File: src/rtl/mxv_pkg.sv
// Shared constants, enums and the per-command length table for the MxV UART frame parser.
package mxv_pkg;

  localparam logic [7:0] SOF_BYTE = 8'hFE;
  localparam logic [7:0] EOF_BYTE = 8'hEF;

  typedef enum logic [7:0] {
    CMD_SET_N  = 8'd1,
    CMD_RESEND = 8'd2,
    CMD_RUN    = 8'd3,
    CMD_STATUS = 8'd4
  } cmd_e;

  typedef enum logic [2:0] {
    ERR_NONE    = 3'd0,
    ERR_LEN     = 3'd1,
    ERR_CMD     = 3'd2,
    ERR_ARG     = 3'd3,
    ERR_EOF     = 3'd4,
    ERR_TIMEOUT = 3'd5,
    ERR_BUSY    = 3'd6
  } err_e;

  typedef enum logic [2:0] {
    ST_SOF     = 3'd0,
    ST_LEN     = 3'd1,
    ST_CMD     = 3'd2,
    ST_PAYLOAD = 3'd3,
    ST_EOF     = 3'd4,
    ST_EXEC    = 3'd5
  } state_e;

  // Required LEN byte per command; 0 means any legal length is accepted.
  function automatic int unsigned cmd_len(input int unsigned id);
    case (id)
      32'd1:   return 32'd3;
      32'd2:   return 32'd2;
      default: return 32'd0;
    endcase
  endfunction

endpackage

File: src/rtl/frame_timeout_ctr.sv
// Inter-byte idle timer: reloads on clear, counts down while idle, flags expiry at terminal count.
module frame_timeout_ctr #(
  parameter int unsigned TIMEOUT_CYC = 50000
) (
  input  logic i_clk,
  input  logic i_rst_n,
  input  logic i_clear,
  output logic o_expire
);

  localparam int unsigned CNT_W = $clog2(TIMEOUT_CYC + 1);
  localparam logic [CNT_W-1:0] LOAD_VAL = CNT_W'(TIMEOUT_CYC - 1);

  logic [CNT_W-1:0] r_cnt;

  always_ff @(posedge i_clk or negedge i_rst_n) begin
    if (!i_rst_n) begin
      r_cnt <= LOAD_VAL;
    end else if (i_clear) begin
      r_cnt <= LOAD_VAL;
    end else if (r_cnt != '0) begin
      r_cnt <= r_cnt - CNT_W'(1);
    end
  end

  assign o_expire = !i_clear && (r_cnt == '0);

endmodule

File: src/rtl/uart_cmd_frame_parser.sv
// UART command-frame parser (FE LEN CMD payload EF) for the MxV accelerator.
// Optional inter-byte timeout is built when UART_FRAME_TIMEOUT_EN is defined.
//
// state      | meaning
// ST_SOF     | hunting for 0xFE, other bytes discarded
// ST_LEN     | expecting LEN byte
// ST_CMD     | expecting command ID, checked against length table
// ST_PAYLOAD | streaming payload bytes out
// ST_EOF     | expecting 0xEF, commit on match
// ST_EXEC    | command issued, busy until done
module uart_cmd_frame_parser
  import mxv_pkg::*;
#(
  parameter int unsigned DATA_W      = 8,
  parameter int unsigned MAX_N       = 8,
  parameter int unsigned MAX_LEN     = 16,
  parameter int unsigned NUM_CMD     = 4,
  parameter int unsigned TIMEOUT_CYC = 50000
) (
  input  logic                         i_clk,
  input  logic                         i_rst_n,
  input  logic [DATA_W-1:0]            i_rx_data,
  input  logic                         i_rx_valid,
  input  logic                         i_done,
  output logic                         o_cmd_valid,
  output logic [$clog2(NUM_CMD+1)-1:0] o_cmd_id,
  output logic                         o_n_load,
  output logic [DATA_W-1:0]            o_n_value,
  output logic                         o_payload_valid,
  output logic [DATA_W-1:0]            o_payload_data,
  output logic [$clog2(MAX_LEN)-1:0]   o_payload_idx,
  output logic                         o_busy,
  output logic                         o_frame_err,
  output logic [2:0]                   o_err_code
);

  localparam int unsigned ID_W  = $clog2(NUM_CMD + 1);
  localparam int unsigned IDX_W = $clog2(MAX_LEN);
  localparam logic [ID_W-1:0] ID_SET_N = ID_W'(CMD_SET_N);

  state_e              r_state, w_state_nxt;
  logic [DATA_W-1:0]   r_len, w_len_nxt;
  logic [ID_W-1:0]     r_cmd, w_cmd_nxt;
  logic [IDX_W-1:0]    r_cnt, w_cnt_nxt;
  logic [DATA_W-1:0]   r_shadow_n, w_shadow_nxt;
  logic                r_cmd_valid, w_cmd_valid_nxt;
  logic [ID_W-1:0]     r_cmd_id, w_cmd_id_nxt;
  logic                r_n_load, w_n_load_nxt;
  logic [DATA_W-1:0]   r_n_value, w_n_value_nxt;
  logic                r_pv, w_pv_nxt;
  logic [DATA_W-1:0]   r_pd, w_pd_nxt;
  logic [IDX_W-1:0]    r_pidx, w_pidx_nxt;
  logic                r_ferr, w_ferr_nxt;
  err_e                r_err, w_err_nxt;

  logic                w_expire;
  int unsigned         w_req_len;
  logic                w_len_ok, w_cmd_ok, w_arg_bad, w_last_pl;

  assign w_req_len = cmd_len(32'(i_rx_data));
  assign w_len_ok  = (i_rx_data >= DATA_W'(2)) && (i_rx_data <= DATA_W'(MAX_LEN));
  assign w_cmd_ok  = (i_rx_data >= DATA_W'(1)) && (i_rx_data <= DATA_W'(NUM_CMD)) &&
                     ((w_req_len == 32'd0) || (w_req_len == 32'(r_len)));
  assign w_arg_bad = (r_cmd == ID_SET_N) && (r_cnt == '0) &&
                     ((i_rx_data < DATA_W'(1)) || (i_rx_data > DATA_W'(MAX_N)));
  assign w_last_pl = (DATA_W'(r_cnt) + DATA_W'(1)) == (r_len - DATA_W'(2));

`ifdef UART_FRAME_TIMEOUT_EN
  logic w_in_frame;
  assign w_in_frame = (r_state == ST_LEN) || (r_state == ST_CMD) ||
                      (r_state == ST_PAYLOAD) || (r_state == ST_EOF);

  frame_timeout_ctr #(
    .TIMEOUT_CYC (TIMEOUT_CYC)
  ) u_timeout (
    .i_clk    (i_clk),
    .i_rst_n  (i_rst_n),
    .i_clear  (i_rx_valid || !w_in_frame),
    .o_expire (w_expire)
  );
`else
  assign w_expire = 1'b0;
`endif

  always_comb begin
    w_state_nxt     = r_state;
    w_len_nxt       = r_len;
    w_cmd_nxt       = r_cmd;
    w_cnt_nxt       = r_cnt;
    w_shadow_nxt    = r_shadow_n;
    w_cmd_valid_nxt = 1'b0;
    w_cmd_id_nxt    = r_cmd_id;
    w_n_load_nxt    = 1'b0;
    w_n_value_nxt   = r_n_value;
    w_pv_nxt        = 1'b0;
    w_pd_nxt        = r_pd;
    w_pidx_nxt      = r_pidx;
    w_ferr_nxt      = 1'b0;
    w_err_nxt       = r_err;
    case (r_state)
      ST_SOF: begin
        if (i_rx_valid && (i_rx_data == DATA_W'(SOF_BYTE))) w_state_nxt = ST_LEN;
      end
      ST_LEN: begin
        if (i_rx_valid) begin
          if (w_len_ok) begin
            w_len_nxt   = i_rx_data;
            w_state_nxt = ST_CMD;
          end else begin
            w_ferr_nxt  = 1'b1;
            w_err_nxt   = ERR_LEN;
            w_state_nxt = ST_SOF;
          end
        end
      end
      ST_CMD: begin
        if (i_rx_valid) begin
          if (w_cmd_ok) begin
            w_cmd_nxt   = ID_W'(i_rx_data);
            w_cnt_nxt   = '0;
            w_state_nxt = (r_len == DATA_W'(2)) ? ST_EOF : ST_PAYLOAD;
          end else begin
            w_ferr_nxt  = 1'b1;
            w_err_nxt   = ERR_CMD;
            w_state_nxt = ST_SOF;
          end
        end
      end
      ST_PAYLOAD: begin
        if (i_rx_valid) begin
          if (w_arg_bad) begin
            w_ferr_nxt  = 1'b1;
            w_err_nxt   = ERR_ARG;
            w_state_nxt = ST_SOF;
          end else begin
            w_pv_nxt   = 1'b1;
            w_pd_nxt   = i_rx_data;
            w_pidx_nxt = r_cnt;
            w_cnt_nxt  = r_cnt + IDX_W'(1);
            if ((r_cmd == ID_SET_N) && (r_cnt == '0)) w_shadow_nxt = i_rx_data;
            if (w_last_pl) w_state_nxt = ST_EOF;
          end
        end
      end
      ST_EOF: begin
        if (i_rx_valid) begin
          if (i_rx_data == DATA_W'(EOF_BYTE)) begin
            w_cmd_valid_nxt = 1'b1;
            w_cmd_id_nxt    = r_cmd;
            if (r_cmd == ID_SET_N) begin
              w_n_load_nxt  = 1'b1;
              w_n_value_nxt = r_shadow_n;
            end
            w_state_nxt = ST_EXEC;
          end else begin
            w_ferr_nxt  = 1'b1;
            w_err_nxt   = ERR_EOF;
            w_state_nxt = ST_SOF;
          end
        end
      end
      ST_EXEC: begin
        // done takes priority; a byte arriving with done is dropped silently
        if (i_done) begin
          w_state_nxt = ST_SOF;
        end else if (i_rx_valid) begin
          w_ferr_nxt = 1'b1;
          w_err_nxt  = ERR_BUSY;
        end
      end
      default: w_state_nxt = ST_SOF;
    endcase
    if (w_expire) begin
      w_ferr_nxt  = 1'b1;
      w_err_nxt   = ERR_TIMEOUT;
      w_state_nxt = ST_SOF;
    end
  end

  always_ff @(posedge i_clk or negedge i_rst_n) begin
    if (!i_rst_n) r_state <= ST_SOF;
    else          r_state <= w_state_nxt;
  end

  always_ff @(posedge i_clk or negedge i_rst_n) begin
    if (!i_rst_n) begin
      r_len       <= '0;
      r_cmd       <= '0;
      r_cnt       <= '0;
      r_shadow_n  <= DATA_W'(1);
      r_cmd_valid <= 1'b0;
      r_cmd_id    <= '0;
      r_n_load    <= 1'b0;
      r_n_value   <= DATA_W'(1);
      r_pv        <= 1'b0;
      r_pd        <= '0;
      r_pidx      <= '0;
      r_ferr      <= 1'b0;
      r_err       <= ERR_NONE;
    end else begin
      r_len       <= w_len_nxt;
      r_cmd       <= w_cmd_nxt;
      r_cnt       <= w_cnt_nxt;
      r_shadow_n  <= w_shadow_nxt;
      r_cmd_valid <= w_cmd_valid_nxt;
      r_cmd_id    <= w_cmd_id_nxt;
      r_n_load    <= w_n_load_nxt;
      r_n_value   <= w_n_value_nxt;
      r_pv        <= w_pv_nxt;
      r_pd        <= w_pd_nxt;
      r_pidx      <= w_pidx_nxt;
      r_ferr      <= w_ferr_nxt;
      r_err       <= w_err_nxt;
    end
  end

  assign o_cmd_valid     = r_cmd_valid;
  assign o_cmd_id        = r_cmd_id;
  assign o_n_load        = r_n_load;
  assign o_n_value       = r_n_value;
  assign o_payload_valid = r_pv;
  assign o_payload_data  = r_pd;
  assign o_payload_idx   = r_pidx;
  assign o_busy          = (r_state == ST_EXEC);
  assign o_frame_err     = r_ferr;
  assign o_err_code      = r_err;

endmodule

File: config.mk
export PLATFORM = sky130hd
export DESIGN_NAME = uart_cmd_frame_parser
export DESIGN_NICKNAME = d
export VERILOG_FILES = /design/src/rtl/mxv_pkg.sv /design/src/rtl/frame_timeout_ctr.sv /design/src/rtl/uart_cmd_frame_parser.sv
export SDC_FILE = /design/constraint.sdc
export NUM_CORES = 1
export LEC_CHECK = 0
export CORE_ASPECT_RATIO = 0.8
export CORE_UTILIZATION = 48
export CTS_CLUSTER_SIZE = 10
export DETAILED_ROUTE_END_ITERATION = 8
export MAX_ROUTING_LAYER = met4
export PLACE_DENSITY = 0.75
export SYNTH_ARGS = -nofsm -noshare
export SYNTH_HDL_FRONTEND = slang
export SYNTH_SLANG_ARGS = --single-unit
File: constraint.sdc
create_clock -name i_clk -period 2.1 [get_ports i_clk]
set_input_delay 0.21 -clock i_clk [delete_from_list [all_inputs] [get_ports i_clk]]
set_output_delay 0.21 -clock i_clk [all_outputs]
set_load 0.02 [all_outputs]
==> key figures, run 1 <==
Worst setup path
  – Arrival time worst endpoint: 2.39 ns
  – CP Class: reg -> reg
  – Reg-to-reg critical path startpoint: r_len[2]$_DFFE_PN0P_
  – FF-to-FF path depth: 8
  – Critical Path RT: 2.31 ns
  – Worst setup EP type: flop
  – Critical Path Fanout Max: 3
  – Worst r2r dst: r_state[1]$_DFFE_PN0P_
  – R2r setup slk: -0.08 ns
  – Startpoint types: flop

Logic synthesis
  – Mean Syn Cell Area: 11.45 um^2
  – Synth top area cells: dfrtp_1 (49%), mux2_2 (8.1%), mux2_1 (5.3%)
  – Synthesized instance count: 242
  – Top cell type's share of synthesized area: 48.78%
  – Seq/Total Area, Yosys: 50.68%
  – Post-synth top cells: dfrtp_1 (54), mux2_2 (20), nand2_1 (20)
  – Synthesis Warnings: 0
  – Net count after synthesis: 257
  – Synth Cell Area: 2770 um^2
  – Netlist cell types: 59
  – Cell taking the most area after synthesis: dfrtp_1
  – Post-synth EDFFs: 0
  – Yosys reg bits: 56
  – Top FF cell, synth: dfrtp_1
  – Most common cell in the netlist: dfrtp_1
  – Ys async rst share: 100.0%

Timing
  – Clock skew: 0.007829 ns
  – Worst-Margin Slew: 0.4767 ns
  – RSZ-0062 raised after global routing: true
  – Slew Limit Fails: 0
  – Slew margin rel.: 68.22%
  – Tcrit/Tclk final: 103.9%
  – Hold_ws: 0.2812 ns
  – Final Hold Vio Count: 0
  – Post-layout min period: 2.181 ns
  – Final Setup Violations: 2
  – Fmax: 458.5 MHz
  – Setup ws final: -0.08118 ns

Clocking
  – TritonCTS buffer count: 5
  – CTS tree: built
  – H-tree levels: 2
  – Clk buf depth: 2
  – Worst skew pair latency: 0.32 ns
  – Root Driver: clkbuf_8
  – CTS Sinks: 56
  – Clk slew on worst S/H paths: 0.11 ns

Routing
  – Highest layer used for signal routing: met4
  – ANT nets after route: 0
  – First DRT Iteration DRCs: 108
  – Routed vias: 2200
  – Met3 wire len: 311 um
  – Routed vias/inst: 5.353
  – Routed WL: 6254 um
  – # DRC: 0
  – Wirelength per Cell: 15.22 um
  – Drt pass-1 iters: 4
  – WL met2: 2850 um
  – Wire length on met1: 3007 um

Power and ir drop
  – Pleak: 1.794 nW
  – VDD IR max: 0.6000 mV
  – PwrDens: 915.2 nW/um^2

Placement
  – RD Place Congestion: 0.8344
  – Post-place setup slack: -0.1930 ns
  – Placed cells: 400
  – Half-perimeter wire length after placement: 4724 um
  – Number of I/O port buffers: 42

Cells and area
  – Post-layout net count: 347
  – # fillers: 410
  – # diodes: 0
  – Seq. cell area: 1404 um^2
  – Fin cells: 411
  – Area of the multi-input gates: 1328 um^2
  – Synthesis-to-layout area growth: 36.54%
  – Share of cells above drive strength 1: 30.93%

Run status
  – Violated checks: setup timing
  – Status: complete, but fails checks

Global route
  – First-pass GRT wire length: 10520 um
  – Largest net degree at the start of global routing: 26
  – Gr ovfl total: 0
  – Via count of the first global-routing pass: 2215
  – Initial antenna violation count: 0
  – Overall routing resource usage: 23.49%

Worst hold path
  – Worst Hold Class: in -> async

Floorplan
  – Die Width: 86.94 um
  – Core area: 5495 um^2
  – Io pins: 43
  – Rows: 24
  – Starting Density: 50.41%
  – DIE HEIGHT: 69.95 um
  – Die footprint: 6081 um^2

Run
  – # Max-Cap Violations: 0
[critical path: stages, from the launching register on]
cell      delay, ns
dfrtp_1        0.41
inv_2          0.07
ha_4           0.14
nor3b_4        0.19
or4b_4         0.47
o311a_1        0.13
a211oi_2       0.24
o21ai_2        0.11
mux2_1         0.31
[where the power goes]
part	switching, mW	leakage, nW	internal [mW]
clock network	0.372	0.0445	0.238
registers	0.168	0.755	1.24
logic	0.649	0.994	0.793
[what timing repair did]
item / CTS / global route
hold buffers: 1 / 0
setup buffers: 0 / 2
resized for setup: 4 / 7
gates cloned: 0 / 0
pin swaps: 0 / 1
setup endpoints to repair: 3 / 13
endpoints found under the hold margin: 10 / 0
[kinds of logic after synthesis]
| logic type | after synthesis | synth area share, % |
|---|---|---|
| buf+inv | 22 | 3.297 |
| fa+ha+maj | 3 | 1.355 |
| xor+xnor | 9 | 3.388 |
| compound gates | 39 | 10.07 |
| flops | 56 | 50.68 |
| simple gates | 79 | 17.43 |
| mux | 34 | 13.78 |
[placed cells by master, fill, tap and decap left out, types with 3 or more instances in the layout]
cell	n
buf_4	46
inv_2	3
clkdlybuf4s50_1	41
a31oi_1	3
nand2_1	20
dfrtp_1	54
inv_1	11
clkbuf_8	5
nor2b_1	4
nand3_1	10
and2_1	7
mux2_1	12
xnor2_1	3
nor2_1	6
o21ai_0	5
xor2_1	5
o21ai_1	5
nor3_1	7
mux2_2	20
nor3b_1	3
a21o_1	3
[state kept, by name, indices dropped and copies added (netlist names)]
register	flops
o_n_value	8
o_payload_data	8
r_len	8
r_shadow_n	8
o_payload_idx	4
r_cnt	4
o_cmd_id	3
o_err_code	3
r_cmd	3
r_state	3
o_cmd_valid	1
o_frame_err	1
o_n_load	1
o_payload_valid	1
[layout make-up]
type                    count  share of cell area, %
repair buffers             91                  21.44
clock buffers               5                  1.819
inverters                  14                  1.389
flip-flops and latches     56                  37.12
multi-input cells         164                  35.10
clock inverters             3                 0.5624
well taps                  78                  2.580
[layer usage]
metal | vias to the layer above | track usage (%)
met5 | - | -
met4 | 0 | 5.926
met3 | 12 | 4.846
met2 | 66 | 34.47
met1 | 1074 | 33.41
li1 | 1048 | -
[per-stage QoR]
stage	TNS (ns)	cell area (um^2)	util [%]	power (mW)
after global routing	-0.6156	3782	68.83	3.651
after detailed placement	-3.870	3623	65.94	2.750
after floorplan	0	2779	-	2.219
final	-0.1538	3782	68.83	3.462
after global placement	-2.178	3623	65.94	2.719
after CTS	-0.1398	3737	68.01	3.399
[how the worst max path moves through the flow]
stage / from / to / slack [ns] / cells after the start
6_report: r_len[2]$_DFFE_PN0P_ / r_state[1]$_DFFE_PN0P_ / -0.08 / 8
5_1_grt: r_len[2]$_DFFE_PN0P_ / r_state[1]$_DFFE_PN0P_ / -0.18 / 8
4_1_cts: r_len[2]$_DFFE_PN0P_ / r_state[1]$_DFFE_PN0P_ / -0.08 / 8
3_5_place_dp: i_rx_data[2] / o_err_code[2]$_DFFE_PN0P_ / -0.19 / 8
3_3_place_gp: i_rx_data[2] / o_err_code[2]$_DFFE_PN0P_ / -0.15 / 8
2_1_floorplan: r_len[1]$_DFFE_PN0P_ / r_state[0]$_DFFE_PN0P_ / 0.02 / 8
Note: power is estimated with default switching activity, not from simulation.
==> inputs of run 2 (changes only) <==
CORE_ASPECT_RATIO = 0.9   (was 0.8)
==> run 2 against run 1 <==
Against the previous run: the run still ends with setup timing left; power shrank 1.7%; worst hold slack gained 0.16 ns; sequential share of layout area is essentially flat; final cell count shrank 1.9%; global-route usage grew 0.67 points; sequential cell count is the same; routed wire length shrank 0.59%; fmax grew 0.41%; critical path type unchanged.
==> key figures, run 2 (synthesized netlist as in run 1, its figures left out) <==
Clocking
  – Clk buf depth: 2 (unchanged)
  – CTS tree: built
  – Clk slew on worst S/H paths: 0.10 ns (about the same)
  – H-tree levels: 2 (unchanged)
  – TritonCTS buffer count: 5 (unchanged)
  – Worst skew pair latency: 0.32 ns (about the same)
  – CTS Sinks: 56 (unchanged)
  – Root Driver: clkbuf_8

Global route
  – Overall routing resource usage: 24.16% (+0.67 points)
  – Via count of the first global-routing pass: 2248 (+1.5%)
  – Gr ovfl total: 0 (unchanged)
  – Largest net degree at the start of global routing: 31 (+19%)
  – Initial antenna violation count: 0 (unchanged)
  – First-pass GRT wire length: 10490 um (-0.26%)

Cells and area
  – Final Cell Area: 3777 um^2 (-0.13%)
  – Share of cells above drive strength 1: 30.36% (-0.57 points)
  – Commonest non-fill, non-tap cell in the layout: dfrtp_1
  – Synthesis-to-layout area growth: 36.36%
  – # fillers: 422 (+2.9%)
  – Commonest non-fill, non-tap cells in the layout: dfrtp_1 (54), buf_4 (49), clkdlybuf4s50_1 (40), nand2_1 (20), mux2_2 (20)
  – Post-layout net count: 350 (+0.86%)
  – # diodes: 0 (unchanged)
  – Fin cells: 403 (-1.9%)

Timing
  – Slew margin rel.: 56.72% (-11 points)
  – Clock skew: 0.007404 ns (-0.0004246 ns)
  – Fmax: 460.4 MHz (+0.41%)
  – Final Hold Vio Count: 0 (unchanged)
  – Setup ws final: -0.07219 ns (+0.008989 ns)
  – Tcrit/Tclk final: 103.4% (-0.43 points)
  – Slew Limit Fails: 0 (unchanged)
  – Final Setup Violations: 2 (unchanged)
  – RSZ-0062 raised after global routing: true
  – Post-layout min period: 2.172 ns (-0.008989 ns)
  – Worst-Margin Slew: 0.6491 ns (+0.1724 ns)

Worst setup path
  – Crit path cell chain: inv_1, ha_2, nor3b_4, or4b_1, o311a_1, a211oi_2, o21ai_2, mux2_1
  – Startpoint types: flop
  – Slowest stage delay, CP: 0.45 ns (-0.02 ns)
  – FF-to-FF path depth: 8 (unchanged)
  – Reg-to-reg critical path startpoint: r_len[1]$_DFFE_PN0P_
  – R2r setup slk: -0.07 ns (about the same)
  – Worst setup EP type: flop
  – Arrival time worst endpoint: 2.39 ns (about the same)
  – Crit path from: r_len[1]$_DFFE_PN0P_
  – CP Class: reg -> reg
  – CP max-delay cell: or4b_1
  – Worst r2r dst: r_state[0]$_DFFE_PN0P_
  – Critical Path Fanout Max: 4 (+1)
  – Critical Path RT: 2.31 ns (about the same)

Placement
  – Number of I/O port buffers: 42 (unchanged)
  – RD Place Congestion: 0.9755 (+17%)
  – Placed cells: 392 (-2.0%)
  – Half-perimeter wire length after placement: 4735 um (+0.22%)
  – Dpl cell area: 3632 um^2 (+0.24%)

Routing
  – # DRC: 0 (unchanged)
  – Routed WL: 6217 um (-0.59%)
  – Drt pass-1 iters: 4 (unchanged)
  – Routed vias/inst: 5.367 (+0.27%)
  – First DRT Iteration DRCs: 72 (-33%)
  – Wirelength per Cell: 15.43 um (+1.4%)
  – ANT nets after route: 0 (unchanged)
  – Routed vias: 2163 (-1.7%)

Power and ir drop
  – PwrDens: 900.6 nW/um^2 (-1.6%)
  – PnR Total Power: 3.402 mW (-1.7%)
  – Pleak: 1.821 nW (+1.5%)
  – VDD IR max: 0.6207 mV (+3.4%)

Run status
  – Violated checks: setup timing
  – Status: complete, but fails checks

Run
  – # Max-Cap Violations: 0 (unchanged)

Floorplan
  – Rows: 25 (+4.2%)
  – Die Width: 82.08 um (-5.6%)
  – Starting Density: 51.19% (+0.78 points)
  – DIE HEIGHT: 74.07 um (+5.9%)
  – Io pins: 43 (unchanged)
  – Die footprint: 6079 um^2 (about the same)
  – Core area: 5411 um^2 (-1.5%)

Worst hold path
  – Worst Hold Class: in -> async
==> run 2: cell count changes in the layout (fill, tap and decap cells not counted), sizes merged <==
| cell | before | now |
|---|---|---|
| buf | 49 | 52 |
| dlymetal6s2s | 0 | 1 |
| clkdlybuf4s50 | 41 | 40 |
==> run 2: worst max-delay path by stage <==
stage,to,depth (start not counted)
after detailed placement,o_err_code[2]$_DFFE_PN0P_,8
after floorplan,r_state[0]$_DFFE_PN0P_,8
after global placement,o_err_code[2]$_DFFE_PN0P_,8
after CTS,r_state[0]$_DFFE_PN0P_,8
final,r_state[0]$_DFFE_PN0P_,8
after global routing,r_state[1]$_DFFE_PN0P_,8
==> run 2: layout make-up <==
class                   count  area [um^2]  area share [%]
well taps                  67        83.83           2.219
clock buffers               5        68.82           1.822
clock inverters             3        21.27          0.5631
repair buffers             94        835.8           22.13
multi-input cells         164         1311           34.71
flip-flops and latches     56         1404           37.16
inverters                  14        52.55           1.391
==> run 2: metrics by stage <==
step           hold WS, ns  setup slack (ns)  TNS [ns]  utilization, %
6_report            0.4420          -0.07219   -0.1421           69.80
5_1_grt             0.5042           -0.1963   -0.4902           69.80
4_1_cts             0.4599           -0.1095   -0.2132           69.04
3_5_place_dp        0.2740           -0.2243    -5.732           67.12
3_3_place_gp        0.2764           -0.1498    -3.451           67.12
2_1_floorplan     -0.08559           0.01548         0               -
==> run 2: power by group <==
group	total, mW	leakage, nW	switching, mW	internal, mW
sequential	1.40	0.755	0.153	1.24
combinational	1.40	1.02	0.642	0.756
clock	0.608	0.0445	0.371	0.238
total	3.40	1.82	1.17	2.24
==> run 2: per-layer routing <==
layer,track usage [%],wire (um)
met5,-,0
met4,8.382,108
met3,4.540,249
met2,37.56,2947
met1,31.65,2912
==> run 2: timing repair <==
| item | in CTS | in global routing |
|---|---|---|
| pin swaps | 0 | 1 |
| endpoints found under the hold margin | 26 | 0 |
| hold buffers | 1 | 0 |
| resized for setup | 1 | 6 |
| buffers inserted | 0 | 2 |
| setup endpoints to repair | 3 | 15 |
==> run 2: critical path: cells and delay by family, from the launching register on <==
family / cells / cell delay [ns]
AND/OR/NAND/NOR: 2 / 0.64
buffers and inverters: 1 / 0.06
flip-flops: 1 / 0.39
AO/OA/AOI/OAI: 3 / 0.46
multiplexers: 1 / 0.32
adder cells (fa/ha/maj): 1 / 0.20
==> inputs of run 3 (changes only) <==
CORE_UTILIZATION = 50   (was 48)
CTS_BUF_LIST = sky130_fd_sc_hd__clkbuf_8   (was unset)
PLACE_DENSITY = 0.78   (was 0.75)
==> run 3 against run 2 <==
Against the previous run: first-iteration DRC count up 38%; sequential share of layout area down 0.57 points; the run still ends with setup timing left; largest cell class unchanged; largest power group is now combinational cells; clock power up 18%; worst setup slack lost 0.053 ns.
==> key figures, run 3 (synthesized netlist as in run 1, its figures left out) <==
Timing
  – RSZ-0062 raised after global routing: true
  – Setup ws final: -0.1250 ns (-0.05281 ns)
  – Final Hold Vio Count: 0 (unchanged)
  – Fmax: 449.4 MHz (-2.4%)
  – Clock skew: 0.007482 ns (+0.00007774 ns)
  – Setup TNS: -0.3767 ns (-0.2346 ns)
  – Final Setup Violations: 4 (+2)
  – Tcrit/Tclk final: 106.0% (+2.5 points)
  – Slew Limit Fails: 0 (unchanged)
  – Worst-Margin Slew: 0.5448 ns (-0.1043 ns)
  – Slew margin rel.: 63.68% (+7.0 points)
  – Post-layout min period: 2.225 ns (+0.05281 ns)

Worst setup path
  – Reg-to-reg critical path startpoint: r_len[2]$_DFFE_PN0P_
  – CP Class: reg -> reg
  – Arrival time worst endpoint: 2.43 ns (+0.04 ns)
  – Startpoint types: flop
  – Critical Path RT: 2.31 ns (about the same)
  – Crit path from: r_len[2]$_DFFE_PN0P_
  – Worst r2r dst: r_state[1]$_DFFE_PN0P_
  – R2r setup slk: -0.12 ns (-0.05 ns)
  – Worst setup EP type: flop
  – Critical Path Fanout Max: 3 (-1)
  – FF-to-FF path depth: 8 (unchanged)
  – Crit path to: r_state[1]$_DFFE_PN0P_

Routing
  – Routed WL: 6521 um (+4.9%)
  – # DRC: 0 (unchanged)
  – ANT nets after route: 0 (unchanged)
  – Drt pass-1 iters: 4 (unchanged)
  – Routed vias: 2227 (+3.0%)
  – Wirelength per Cell: 16.02 um (+3.9%)
  – First DRT Iteration DRCs: 99 (+38%)
  – Routed vias/inst: 5.472 (+1.9%)

Placement
  – Placed cells: 394 (+0.51%)
  – RD Place Congestion: 0.9097 (-6.7%)
  – Number of I/O port buffers: 42 (unchanged)
  – Post-place setup slack: -0.2097 ns (+0.01467 ns)
  – Half-perimeter wire length after placement: 4920 um (+3.9%)

Clocking
  – TritonCTS buffer count: 5 (unchanged)
  – Root Driver: clkbuf_8
  – H-tree levels: 2 (unchanged)
  – CTS tree: built
  – CTS Sinks: 56 (unchanged)
  – Clk buf depth: 2 (unchanged)
  – Clk slew on worst S/H paths: 0.10 ns (about the same)
  – Worst skew pair latency: 0.32 ns (about the same)

Global route
  – Via count of the first global-routing pass: 2291 (+1.9%)
  – Gr ovfl total: 0 (unchanged)
  – Largest net degree at the start of global routing: 35 (+13%)
  – First-pass GRT wire length: 10940 um (+4.3%)
  – Overall routing resource usage: 25.48% (+1.3 points)
  – Initial antenna violation count: 0 (unchanged)

Worst hold path
  – Worst Hold Class: in -> async

Cells and area
  – Share of cells above drive strength 1: 32.35% (+2.0 points)
  – Fin cells: 407 (+0.99%)
  – Commonest non-fill, non-tap cells in the layout: dfrtp_1 (54), buf_4 (54), clkdlybuf4s50_1 (41), nand2_1 (20), mux2_2 (20)
  – # diodes: 0 (unchanged)
  – Synthesis-to-layout area growth: 38.48%
  – Post-layout net count: 354 (+1.1%)

Power and ir drop
  – VDD IR max: 0.6210 mV (about the same)
  – Pleak: 1.839 nW (+0.98%)
  – PwrDens: 937.9 nW/um^2 (+4.1%)

Floorplan
  – Io pins: 43 (unchanged)
  – Starting Density: 52.40% (+1.2 points)
  – Rows: 25 (unchanged)
  – Die footprint: 5843 um^2 (-3.9%)
  – Die Width: 80.46 um (-2.0%)
  – DIE HEIGHT: 72.62 um (-2.0%)
  – Core area: 5286 um^2 (-2.3%)

Run status
  – Violated checks: setup timing
  – Status: complete, but fails checks

Run
  – # Max-Cap Violations: 0 (unchanged)
==> run 3: cell types whose count changed in the layout (fill, tap and decap cells not counted), moves of 2 or more <==
cell and delta:
mux2_4 +3, buf_4 +5, inv_2 +2, mux2_1 -3
==> run 3: critical path, stage by stage (launching register included) <==
cell and delay, ns:
dfrtp_1 0.40, inv_2 0.07, ha_4 0.15, nor3b_4 0.17
or4b_1 0.45, o311a_1 0.14, a211oi_2 0.28, o21ai_2 0.14
mux2_4 0.31
==> run 3: what timing repair did <==
item,CTS,global route
endpoints found under the hold margin,22,0
pin swaps,1,6
endpoints found under the setup margin,15,14
setup buffers,2,2
gates resized for setup,1,11
hold buffers,1,0
==> run 3: how the worst min path moves through the flow <==
stage / from / end / cells past startpoint
3_3_place_gp: i_rst_n / o_payload_idx[0]$_DFFE_PN0P_ / 1
2_1_floorplan: i_rst_n / o_cmd_id[0]$_DFFE_PN0P_ / 0
5_1_grt: i_rst_n / o_payload_idx[0]$_DFFE_PN0P_ / 2
4_1_cts: i_rst_n / o_payload_idx[0]$_DFFE_PN0P_ / 2
6_report: i_rst_n / o_payload_idx[0]$_DFFE_PN0P_ / 2
3_5_place_dp: i_rst_n / o_payload_idx[0]$_DFFE_PN0P_ / 1
==> run 3: power by group <==
| part | switching (mW) | internal, mW |
|---|---|---|
| combinational | 0.659 | 0.801 |
| sequential | 0.180 | 1.24 |
| clock | 0.360 | 0.356 |
| total | 1.20 | 2.40 |
==> run 3: metrics by stage <==
step | power, mW | hold WS [ns] | utilization [%] | area [um^2]
6_report | 3.598 | 0.4024 | 72.57 | 3836
5_1_grt | 3.787 | 0.4691 | 72.57 | 3836
4_1_cts | 3.530 | 0.4202 | 71.48 | 3779
3_5_place_dp | 2.802 | 0.2215 | 68.76 | 3635
3_3_place_gp | 2.739 | 0.2118 | 68.76 | 3635
2_1_floorplan | 2.219 | -0.08559 | - | 2779
==> run 3: routing by layer <==
metal	up-vias	global-route usage [%]	wire [um]
met5	-	-	0
met4	0	8.929	143
met3	16	3.625	271
met2	68	40.11	3089
met1	1087	33.97	3017
li1	1056	-	-
==> run 3: layout make-up <==
cell class / count / area [um^2]
clock inverters: 3 / 42.54
multi-input cells: 164 / 1334
repair buffers: 98 / 850.8
clock buffers: 5 / 68.82
well taps: 67 / 83.83
inverters: 14 / 52.55
fillers: 366 / 1450
flip-flops and latches: 56 / 1404
